File: config.mk
export PLATFORM = sky130hd
export DESIGN_NAME = bsg_manycore_vcache_dma_to_mem
export DESIGN_NICKNAME = d
export VERILOG_FILES = /design/src/rtl/bsg_manycore_vcache_dma_to_mem.sv
export SDC_FILE = /design/constraint.sdc
export NUM_CORES = 1
export LEC_CHECK = 0
export ABC_AREA = 1
export BUFFER_PORTS_ARGS = -buffer_cell sky130_fd_sc_hd__clkbuf_2
export CELL_PAD_IN_SITES_DETAIL_PLACEMENT = 1
export CELL_PAD_IN_SITES_GLOBAL_PLACEMENT = 1
export CORE_MARGIN = 2
export CORE_UTILIZATION = 29
export DETAILED_ROUTE_END_ITERATION = 10
export PLACE_DENSITY = 0.7
export SETUP_SLACK_MARGIN = 0.5
export SYNTH_ARGS = -nofsm -noshare
export SYNTH_HDL_FRONTEND = slang
export SYNTH_SLANG_ARGS = --single-unit
File: constraint.sdc
create_clock -name clk_i -period 4.88 [get_ports clk_i]
set_input_delay 1.464 -clock clk_i [delete_from_list [all_inputs] [get_ports clk_i]]
set_output_delay 1.464 -clock clk_i [all_outputs]
set_load 0.02 [all_outputs]
File: src/rtl/bsg_manycore_vcache_dma_to_mem.sv
// rtl/bsg_manycore_vcache_dma_to_mem.sv - vcache DMA port to single-cycle synchronous memory bridge
//
// Purpose: accepts one cache DMA packet per block. A read packet streams block_size_p words
// from memory back to the cache through a 2-entry fill FIFO. A write packet writes block_size_p
// evicted words from the cache into memory. One block is in service at a time.
//
// Ports:
//   clk_i, reset_i                       clock, asynchronous active-high reset
//   dma_pkt_i/_v_i, dma_pkt_yumi_o       packet {write_not_read, byte addr} from cache
//   dma_data_o/_v_o, dma_data_ready_i    fill data towards cache
//   dma_data_i/_v_i, dma_data_yumi_o     evict data from cache
//   mem_v_o, mem_w_o, mem_addr_o         memory request (word address)
//   mem_data_o, mem_data_i               memory write data / read data (1-cycle latency)

module bsg_manycore_vcache_dma_to_mem #(
  parameter int addr_width_p     = 28,
  parameter int data_width_p     = 32,
  parameter int block_size_p     = 8,
  parameter int mem_addr_width_p = 12,
  localparam int byte_off_lp     = $clog2(data_width_p/8),
  localparam int blk_off_lp      = $clog2(block_size_p),
  localparam int pkt_width_lp    = addr_width_p + 1
) (
  input  logic                        clk_i,
  input  logic                        reset_i,

  input  logic [pkt_width_lp-1:0]     dma_pkt_i,
  input  logic                        dma_pkt_v_i,
  output logic                        dma_pkt_yumi_o,

  output logic [data_width_p-1:0]     dma_data_o,
  output logic                        dma_data_v_o,
  input  logic                        dma_data_ready_i,

  input  logic [data_width_p-1:0]     dma_data_i,
  input  logic                        dma_data_v_i,
  output logic                        dma_data_yumi_o,

  output logic                        mem_v_o,
  output logic                        mem_w_o,
  output logic [mem_addr_width_p-1:0] mem_addr_o,
  output logic [data_width_p-1:0]     mem_data_o,
  input  logic [data_width_p-1:0]     mem_data_i
);

  localparam logic [blk_off_lp:0] lp_size = (blk_off_lp+1)'(block_size_p);
  localparam logic [blk_off_lp:0] lp_last = (blk_off_lp+1)'(block_size_p - 1);

  typedef enum logic [1:0] {
    S_IDLE = 2'd0,
    S_RD   = 2'd1,
    S_WR   = 2'd2
  } state_t;

  state_t                                   r_state;
  logic [mem_addr_width_p-blk_off_lp-1:0]   r_base_hi;
  logic [blk_off_lp:0]                      r_icnt;
  logic [blk_off_lp:0]                      r_ocnt;
  logic [blk_off_lp:0]                      r_wcnt;
  logic                                     r_inflight;
  logic [data_width_p-1:0]                  r_fifo [2];
  logic                                     r_rd_ptr;
  logic                                     r_wr_ptr;
  logic [1:0]                               r_count;

  logic [mem_addr_width_p-1:0]              w_pkt_word;
  logic                                     w_unused;
  logic                                     w_pkt_acc;
  logic                                     w_wr_hs;
  logic                                     w_fill_v;
  logic                                     w_pop;
  logic                                     w_bypass;
  logic                                     w_push;
  logic                                     w_fifo_pop;
  logic [2:0]                               w_occ_after_pop;
  logic                                     w_issue;
  logic [blk_off_lp:0]                      w_k;

  assign w_pkt_word = dma_pkt_i[byte_off_lp +: mem_addr_width_p];
  // Byte offset, bits above the memory range and in-block word bits are intentionally dropped.
  assign w_unused   = ^{dma_pkt_i[byte_off_lp-1:0],
                        dma_pkt_i[addr_width_p-1:byte_off_lp+mem_addr_width_p],
                        w_pkt_word[blk_off_lp-1:0]};

  assign w_pkt_acc  = (r_state == S_IDLE) && dma_pkt_v_i && !reset_i;
  assign w_wr_hs    = (r_state == S_WR) && dma_data_v_i;

  // The read returning this cycle is visible at the fill port straight from mem_data_i when the
  // FIFO is empty, so the first word reaches the cache one cycle after its read is issued.
  assign w_fill_v   = (r_state == S_RD) && ((r_count != 2'd0) || r_inflight);
  assign w_pop      = w_fill_v && dma_data_ready_i;
  assign w_bypass   = w_pop && (r_count == 2'd0);
  assign w_push     = r_inflight && !w_bypass;
  assign w_fifo_pop = w_pop && (r_count != 2'd0);

  // Slots already owned (stored + returning) minus the one being freed by this cycle's pop.
  assign w_occ_after_pop = {1'b0, r_count} + {2'b0, r_inflight} - {2'b0, w_pop};
  assign w_issue    = (r_state == S_RD) && (r_icnt < lp_size) && (w_occ_after_pop < 3'd2);

  assign w_k        = w_wr_hs ? r_wcnt : r_icnt;

  assign dma_pkt_yumi_o  = w_pkt_acc;
  assign dma_data_v_o    = w_fill_v;
  assign dma_data_o      = !w_fill_v ? '0 : (r_count != 2'd0) ? r_fifo[r_rd_ptr] : mem_data_i;
  assign dma_data_yumi_o = w_wr_hs;
  assign mem_v_o         = w_issue || w_wr_hs;
  assign mem_w_o         = w_wr_hs;
  assign mem_addr_o      = mem_v_o ? {r_base_hi, w_k[blk_off_lp-1:0]} : '0;
  assign mem_data_o      = w_wr_hs ? dma_data_i : '0;

  always_ff @(posedge clk_i) begin
    if (w_push) begin
      r_fifo[r_wr_ptr] <= mem_data_i;
    end
  end

  always_ff @(posedge clk_i or posedge reset_i) begin
    if (reset_i) begin
      r_state    <= S_IDLE;
      r_base_hi  <= '0;
      r_icnt     <= '0;
      r_ocnt     <= '0;
      r_wcnt     <= '0;
      r_inflight <= 1'b0;
      r_rd_ptr   <= 1'b0;
      r_wr_ptr   <= 1'b0;
      r_count    <= 2'd0;
    end else begin
      case (r_state)
        S_IDLE: begin
          if (w_pkt_acc) begin
            r_base_hi  <= w_pkt_word[mem_addr_width_p-1:blk_off_lp];
            r_icnt     <= '0;
            r_ocnt     <= '0;
            r_wcnt     <= '0;
            r_inflight <= 1'b0;
            r_rd_ptr   <= 1'b0;
            r_wr_ptr   <= 1'b0;
            r_count    <= 2'd0;
            r_state    <= dma_pkt_i[addr_width_p] ? S_WR : S_RD;
          end
        end
        S_RD: begin
          r_inflight <= w_issue;
          if (w_issue)    r_icnt   <= r_icnt + 1'b1;
          if (w_push)     r_wr_ptr <= ~r_wr_ptr;
          if (w_fifo_pop) r_rd_ptr <= ~r_rd_ptr;
          r_count <= r_count + {1'b0, w_push} - {1'b0, w_fifo_pop};
          if (w_pop) begin
            r_ocnt <= r_ocnt + 1'b1;
            if (r_ocnt == lp_last) begin
              r_state    <= S_IDLE;
              r_inflight <= 1'b0;
              r_count    <= 2'd0;
              r_rd_ptr   <= 1'b0;
              r_wr_ptr   <= 1'b0;
            end
          end
        end
        S_WR: begin
          if (w_wr_hs) begin
            r_wcnt <= r_wcnt + 1'b1;
            if (r_wcnt == lp_last) r_state <= S_IDLE;
          end
        end
        default: r_state <= S_IDLE;
      endcase
    end
  end

endmodule

Yosys cells after proc, flatten, opt, wreduce, memory -nomap -nowiden
Memories as Yosys holds them, arrays and structs flattened.
Cells that the tools add are included.

cells by class
  $add $sub $neg = 7
  multipliers = 0
  div/mod/pow operators = 0
  order comparisons = 2
  equal/unequal tests = 10
  shift operators = 0
  multiplexer cells = 37
  bitwise operators = 2
  reduce and logical (&&, ||, !) cells = 25

operator list
  kind                                                   count
  two-way mux 32 bit                                     3
  case mux 4 bit (2 select lines)                        3
  two-way mux 2 bit                                      9
  two-way mux 4 bit                                      4
  adder 4 x 1 -> 4 bit, second input constant            3
  two-way mux 12 bit                                     1
  two-way mux 1 bit                                      11
  logical AND 1 bit                                      10
  AND reduction 3 bit                                    3
  == test 4 x 3 -> 1 bit, second input constant          2
  inequality test 2 bit, second input constant           4
  case mux 1 bit (2 select lines)                        3
  case mux 2 bit (3 select lines)                        1
  nonzero test 2 bit                                     3
  AND reduction 5 bit                                    1
  zero test 2 bit                                        2
  < comparator 4 bit, second input constant              1
  inequality test 2 x 1 -> 1 bit, second input constant  2
  case mux 2 bit (2 select lines)                        1
  AND reduction 2 bit                                    2
  adder 2 x 1 -> 3 bit                                   1
  < comparator 3 x 2 -> 1 bit, second input constant     1
  two-way mux 3 bit                                      1
  subtractor 3 x 1 -> 3 bit                              1
  7 further kinds                                        10

word-level totals
  bits in registers = 28
  latch bits = 0
  bits in writable memories = 64
  ROM bits = 0
  input bits = 98
  output and inout port bits = 81
  memories kept = 1

memory list
  name    words  bits a word  rd ports  clocked after memory_dff  wr ports  RTL line  RTL
  r_fifo  2      32           1         0                         1         61        logic [data_width_p-1:0] r_fifo [2];

Longest topological paths before layout
Gate-level depths: netlist (run 1).

  word-level depth = 12
  gate-level depth with buffers = 15
  depth with buffers taken out = 15

Least setup slack after synthesis (run 1)
OpenSTA, ideal clock, no wires.

  path type = input-to-output
  start = input dma_data_ready_i
  end = output mem_addr_o[0]
  data arrival time = 3.225 ns
  required time = 3.416 ns
  path slack = 0.191 ns
  cell stages on the path = 12
  buffers on the path = 0
  path through = nand3_1 > nor2_1 > o21ai_0 > fa_1 > inv_1 > nor2_1 > nand2_1 > nor2_2 > nor2_4 > inv_2 > nand2_1 > inv_1

between the ends
  longest elaborated chain between the ends = 6

ends and longest elaborated chain
  element                      RTL line  RTL
  start, declared              33        input logic dma_data_ready_i,
  logical AND 1 bit            91        assign w_pop = w_fill_v && dma_data_ready_i;
  subtractor 3 x 1 -> 3 bit    97        assign w_occ_after_pop = {1'b0, r_count} + {2'b0, r_inflight} - {2'b0, w_pop};
  < comparator 3 x 2 -> 1 bit  98        assign w_issue = (r_state == S_RD) && (r_icnt < lp_size) && (w_occ_after_pop < 3'd2);
  logical AND 1 bit            98
  logical OR 1 bit             106       assign mem_v_o = w_issue || w_wr_hs;
  named net mem_v_o            39        output logic mem_v_o,
  two-way mux 12 bit           108       assign mem_addr_o = mem_v_o ? {r_base_hi, w_k[blk_off_lp-1:0]} : '0;
  end, declared                41        output logic [mem_addr_width_p-1:0] mem_addr_o,

The timed path passes the listed nets, and every way through them passes these cells.

Worst setup path after layout (run 1)
  start = input dma_data_ready_i
  end = output mem_addr_o[6]

between the ends
  longest elaborated chain between the ends = 6

ends and longest elaborated chain
  element                      RTL line
  logical AND 1 bit            91
  subtractor 3 x 1 -> 3 bit    97
  < comparator 3 x 2 -> 1 bit  98
  logical AND 1 bit            98
  logical OR 1 bit             106
  two-way mux 12 bit           108

No other way between the ends.

==> results of run 1 <==
==> cell type report <==
| type | instances | share of cell area, % |
|---|---|---|
| Sequential cell | 92 | 44.1 |
| Clock inverter | 6 | 0.799 |
| Multi-Input combinational cell | 303 | 26.5 |
| Inverter | 64 | 4.04 |
| Tap cell | 188 | 3.95 |
| Clock buffer | 10 | 3.85 |
| Timing Repair Buffer | 177 | 16.8 |
==> where the power goes <==
part           internal, mW  leakage, nW  total (mW)  switching [mW]
Combinational         0.529         1.75        1.60            1.07
Sequential             1.04        0.947        1.12          0.0870
Clock                 0.350        0.133       0.652           0.302
==> layout by cell type (no fill, tap or decap), types with 3 or more instances in the layout <==
cell type / count
clkbuf_16: 9
nand3_1: 12
nor2_1: 36
buf_4: 17
nor2_2: 14
nand4_1: 7
edfxtp_1: 64
clkbuf_2: 150
inv_1: 59
o21ai_2: 3
nor2_4: 3
a31oi_1: 32
nand2_2: 6
dfrtp_1: 28
ha_1: 5
o21ai_0: 50
clkbuf_8: 4
xor2_1: 4
inv_2: 5
nand2_1: 113
o21ai_1: 4
==> metal layers <==
layer | track usage [%] | share of wire (%)
met1 | 18.0 | 42
met2 | 27.1 | 51
met3 | 4.09 | 5.3
met4 | 4.14 | 1.1
met5 | 0 | 0
==> worst max-delay path by stage <==
| stage | to | start | slack, ns | depth (start not counted) |
|---|---|---|---|---|
| 2_1_floorplan | mem_addr_o[0] | dma_data_ready_i | 0.40 | 12 |
| 3_3_place_gp | mem_addr_o[0] | dma_data_ready_i | 0.12 | 14 |
| 3_5_place_dp | mem_addr_o[0] | dma_data_ready_i | 0.08 | 14 |
| 4_1_cts | mem_addr_o[0] | dma_data_ready_i | 0.16 | 14 |
| 5_1_grt | mem_addr_o[0] | dma_data_ready_i | 0.11 | 14 |
| 6_report | mem_addr_o[6] | dma_data_ready_i | 0.21 | 12 |
==> sequential cells by signal, summed over array words and instances (netlist names) <==
register	flops
r_base_hi	9
r_count	2
r_fifo	64
r_icnt	4
r_inflight	1
r_ocnt	4
r_rd_ptr	1
r_state	2
r_wcnt	4
r_wr_ptr	1
==> cell families (layout without fill, tap and decap cells) <==
group                    Yosys count  count (layout)  synth area share [%]
flip-flops                        92              92                  58.7
XOR/XNOR                           7               7                  1.37
AND/OR/NAND/NOR                  194             195                  17.7
AO/OA/AOI/OAI                     93              93                  11.7
buffers and inverters             89             257                  8.10
adder cells (fa/ha/maj)            8               8                  2.41
==> tightest hold or removal path, stage by stage, from the launching register on <==
cell and delay [ns]:
dfrtp_1 0.37, nand2_1 0.06, o21ai_0 0.06
==> what timing repair did <==
action	CTS	global route
resized for setup	20	6
setup endpoints to repair	13	13
pin swaps	8	6
setup buffers	8	3
gates cloned	1	0
==> impl_metrics.tcl, run 1 <==
set metrics [dict create \
    status "complete, no violations" \
    path_buf_inv 3 \
    postLayoutCoreUtil_pct 39.3 \
    fin_tns_setup_ns 0 \
    netlist_top_cells_area "edfxtp_1 43%, dfrtp_1 16%, nand2_1 9.8%" \
    place_area_um2 5500 \
    path_max_fanout 5 \
    r2r_start "r_count[1]" \
    portBuffers 159 \
    crit_path_end_kind "output port" \
    min_period_ns 4.67 \
    path_class "in2out" \
    yosysUniqueCellTypes 25 \
    leakage_nw 2.83 \
    rsz0062_at_grt "true" \
    dp_slack_ns 0.0814 \
    path_cells "buf_8 -> nand3_4 -> nor2_4 -> o21ai_2 -> fa_1 -> inv_1 -> nor2_2 -> nand2_2 -> nor2_4 -> nor2_2 -> nor2_2 -> clkbuf_2" \
    final_area_um2 5950 \
    ff2ff_setup_slack_ns 1.97 \
    ys_seq_area_share_pct 58.7 \
    ys_warn_count 0 \
    cts.sinks 92 \
    syn_inst 483 \
    yosys_register_bits 92 \
    multi_input_area_um2 1580 \
    stdcell_count 840 \
    post_drt_wl_per_cell_um 14.7 \
    cp.arrival_ns 3.20 \
    drc 0 \
    htreeDepth 3 \
    hold_path.class "reg2reg" \
    die_w_um 128 \
    worst_r2r_path_depth 19 \
    crit_top_cell "nor2_2" \
    required_ns 3.42 \
    slew_headroom_pct 41.1 \
    post-synth-top-count-cell "nand2_1" \
    fin_nets 753 \
    hpwl_um 8490 \
    die_area_um2 16400 \
    drv_slew 0 \
    cts_tree "yes" \
    netlist_top_cells_count "117 x nand2_1, 64 x edfxtp_1, 61 x inv_1" \
    syn-cell-area_um2 4470 \
    cp-start-kind "input port" \
    firstDrtPassIters 4 \
    grt-ovfl-total 0 \
    async_reset_ff_share_pct 30.4 \
    synth_nets 589 \
    maxCapViolCount 0 \
    synth_ff_type "edfxtp_1" \
    max_freq_mhz 214 \
    power_density_nw_per_um2 568 \
    num_vias 3912 \
    critPathSlowestCell "fa_1" \
    synth_edf_count 64 \
    cts_buffer_depth 2 \
    area_growth_pct 33.3 \
    row_count 45 \
    final-seq-area_um2 2620 \
    setup_viol 0 \
    gp_congestion 0.773 \
    ant_nets 0 \
    post-synth-top-area-fraction_pct 43.0 \
    cts_hold_buf 0 \
    root_buffer "clkbuf_16" \
    viasPerCell 4.66 \
    nFillCells 1811 \
    grt_pass1_wl_um 19800 \
    worst_slew_pin_slew_ns 0.882 \
    fin_ws_ns 0.211 \
    core_area_um2 15100 \
    grt_pass1_vias 4180 \
    critical-path-max-stage-delay_ns 0.49 \
    grt_use_total_pct 15.2 \
    ir_drop_v 0.000206 \
    worstHoldStart "r_ocnt[1]" \
    ios 179 \
    finalPower_mw 3.38 \
    worstReg2RegEnd "r_icnt[2]" \
    synth_top_area_cell "edfxtp_1" \
    period_share_pct 95.7 \
    die-height_um 128 \
    synth_area_per_cell_um2 9.25 \
    skew_ns 0.00997 \
    diodes 0 \
    hold_viol 0 \
    antenna_found_initial 0 \
    crit_family "simple AND/OR/NAND/NOR gates" \
    clk_pin_slew_worst_paths_ns 0.06 \
    initial_core_util_pct 29.5 \
    whs_path_depth 2 \
    drt_iter0_markers 222 \
    routed_wl_um 12400 \
    drive_above_1_share_pct 35.4 \
    cts-buffers-inserted 9 \
    whs_ns 0.527 \
    dp_cells 812 \
    hold_end "r_ocnt[1]" \
    grt_max_degree 45 \
    clkLatencyLatePin_ns 0.35 \
]
Note: power is estimated with default switching activity, not from simulation.
==> run 2: changes to the inputs <==
Settings changed: CORE_ASPECT_RATIO from default to 1.25, TNS_END_PERCENT from default to 1.
==> impl_metrics.tcl, run 2 (same netlist as run 1, synthesis figures left out) <==
set metrics [dict create \
    grt_pass1_vias 4274 \
    cp-start-kind "input port" \
    min_period_ns 4.65 \
    die_area_um2 16400 \
    status "complete, no violations" \
    cts_buffer_depth 2 \
    worstHoldStart "r_ocnt[0]" \
    cts.sinks 92 \
    drive_above_1_share_pct 34.0 \
    switchingPower_mw 1.46 \
    whs_ns 0.534 \
    post_drt_wl_per_cell_um 14.8 \
    path_max_fanout 5 \
    hpwl_um 8750 \
    clkLatencyLatePin_ns 0.34 \
    row_count 50 \
    fin_ws_ns 0.230 \
    slew_headroom_pct 23.2 \
    dp_slack_ns 0.0304 \
    switching_share_pct 44.2 \
    power_density_nw_per_um2 565 \
    die_w_um 115 \
    diodes 0 \
    max_freq_mhz 215 \
    die-height_um 143 \
    initial_core_util_pct 29.7 \
    clk_pin_slew_worst_paths_ns 0.07 \
    finalPower_mw 3.30 \
    whs_path_depth 1 \
    fin_nets 745 \
    postLayoutCoreUtil_pct 38.9 \
    ir_drop_v 0.000228 \
    reg_top3 "r_fifo (64), r_base_hi (9)" \
    fin_tns_setup_ns 0 \
    grt_max_degree 40 \
    cts_tree "yes" \
    maxCapViolCount 0 \
    mostFrequentLayoutCell "clkbuf_2" \
    largest_register "r_fifo" \
    root_buffer "clkbuf_16" \
    drt_iter0_markers 118 \
    antenna_found_initial 0 \
    worstReg2RegEnd "r_fifo[1][27]" \
    htreeDepth 3 \
    grt_pass1_wl_um 20100 \
    crit_path_end_kind "output port" \
    portBuffers 159 \
    rsz0062_at_grt "true" \
    core_area_um2 15000 \
    path_class "in2out" \
    drc 0 \
    ios 179 \
    setup_viol 0 \
    final_cell_mix "155 x clkbuf_2, 114 x nand2_1, 64 x edfxtp_1, 59 x inv_1, 51 x o21ai_0" \
    hold_end "r_ocnt[0]" \
    r2r_start "r_count[1]" \
    skew_ns 0.00823 \
    clkPwrFrac_pct 20.2 \
    internal_power_mw 1.84 \
    routed_wl_um 12300 \
    area_growth_pct 30.7 \
    hold_path.class "reg2reg" \
    leakage_nw 2.79 \
    worst_slew_pin_slew_ns 1.15 \
    largest_reg_flops 64 \
    grt-ovfl-total 0 \
    ff2ff_setup_slack_ns 2.22 \
    pwr-share-comb_pct 45.7 \
    viasPerCell 4.75 \
    period_share_pct 95.3 \
    gp_congestion 0.740 \
    ant_nets 0 \
    cp.arrival_ns 3.19 \
    drv_slew 0 \
    num_vias 3925 \
    hold_viol 0 \
    cts-buffers-inserted 9 \
    required_ns 3.42 \
    firstDrtPassIters 4 \
    p_seq_share_pct 34.1 \
    worst_r2r_path_depth 5 \
    grt_use_total_pct 15.1 \
]
==> run 2: timing repair <==
item | in CTS | in global routing
resized for setup | 7 | 9
pin swaps | 7 | 6
gates cloned | 1 | 0
hold buffers | 0 | 0
endpoints found under the setup margin | 13 | 13
buffers inserted | 2 | 1
==> run 2: layer usage <==
| layer | GRT usage (%) | wire length (µm) | up-vias |
|---|---|---|---|
| met2 | 28.0 | 6470 | 111 |
| met1 | 18.2 | 5170 | 1891 |
| li1 | - | - | 1913 |
| met5 | 0 | 0 | - |
| met3 | 2.42 | 515 | 10 |
| met4 | 3.61 | 106 | 0 |
==> run 2: per-stage QoR <==
step / std cells / cell area [µm²]
finish: 826 / 5840
global route: 826 / 5840
CTS: 825 / 5810
detailed placement: 806 / 5480
global placement: 806 / 5480
floorplan: 483 / 4520
==> run 2: worst max path at each step <==
stage,from,endpoint,slack (ns)
final,dma_data_ready_i,mem_addr_o[0],0.23
after global routing,dma_data_ready_i,mem_addr_o[0],0.11
after CTS,dma_data_ready_i,mem_addr_o[0],0.17
after detailed placement,dma_data_ready_i,mem_addr_o[0],0.03
after global placement,dma_data_ready_i,mem_addr_o[0],0.11
after floorplan,dma_data_ready_i,mem_addr_o[0],0.40
==> run 2: cell type report <==
class | count | area, µm²
Sequential cell | 92 | 2620
Tap cell | 182 | 228
Clock inverter | 6 | 52.6
Multi-Input combinational cell | 303 | 1570
Timing Repair Buffer | 169 | 895
Inverter | 64 | 240
Fill cell | 1810 | 9180
Clock buffer | 10 | 229
==> run 2: critical path: stages <==
cell and delay [ns]:
buf_8 0.10, nand3_4 0.08, nand2_1 0.05, inv_1 0.07, o21ai_2 0.06, fa_1 0.51, inv_2 0.06, nor2_4 0.12
nand2_2 0.07, nor2_4 0.20, nor2_4 0.10, inv_2 0.07, nand2_2 0.05, inv_2 0.06, buf_8 0.10
==> run 2: power groups by stage <==
| stage | logic (mW) | registers, mW | clock network, mW |
|---|---|---|---|
| final | 1.51 | 1.12 | 0.667 |
| after CTS | 1.52 | 1.13 | 0.686 |
| after global placement | 1.43 | 1.13 | 0 |
| after detailed placement | 1.49 | 1.14 | 0 |
| after global routing | 1.69 | 1.15 | 0.716 |
| after floorplan | 1.04 | 1.11 | 0 |
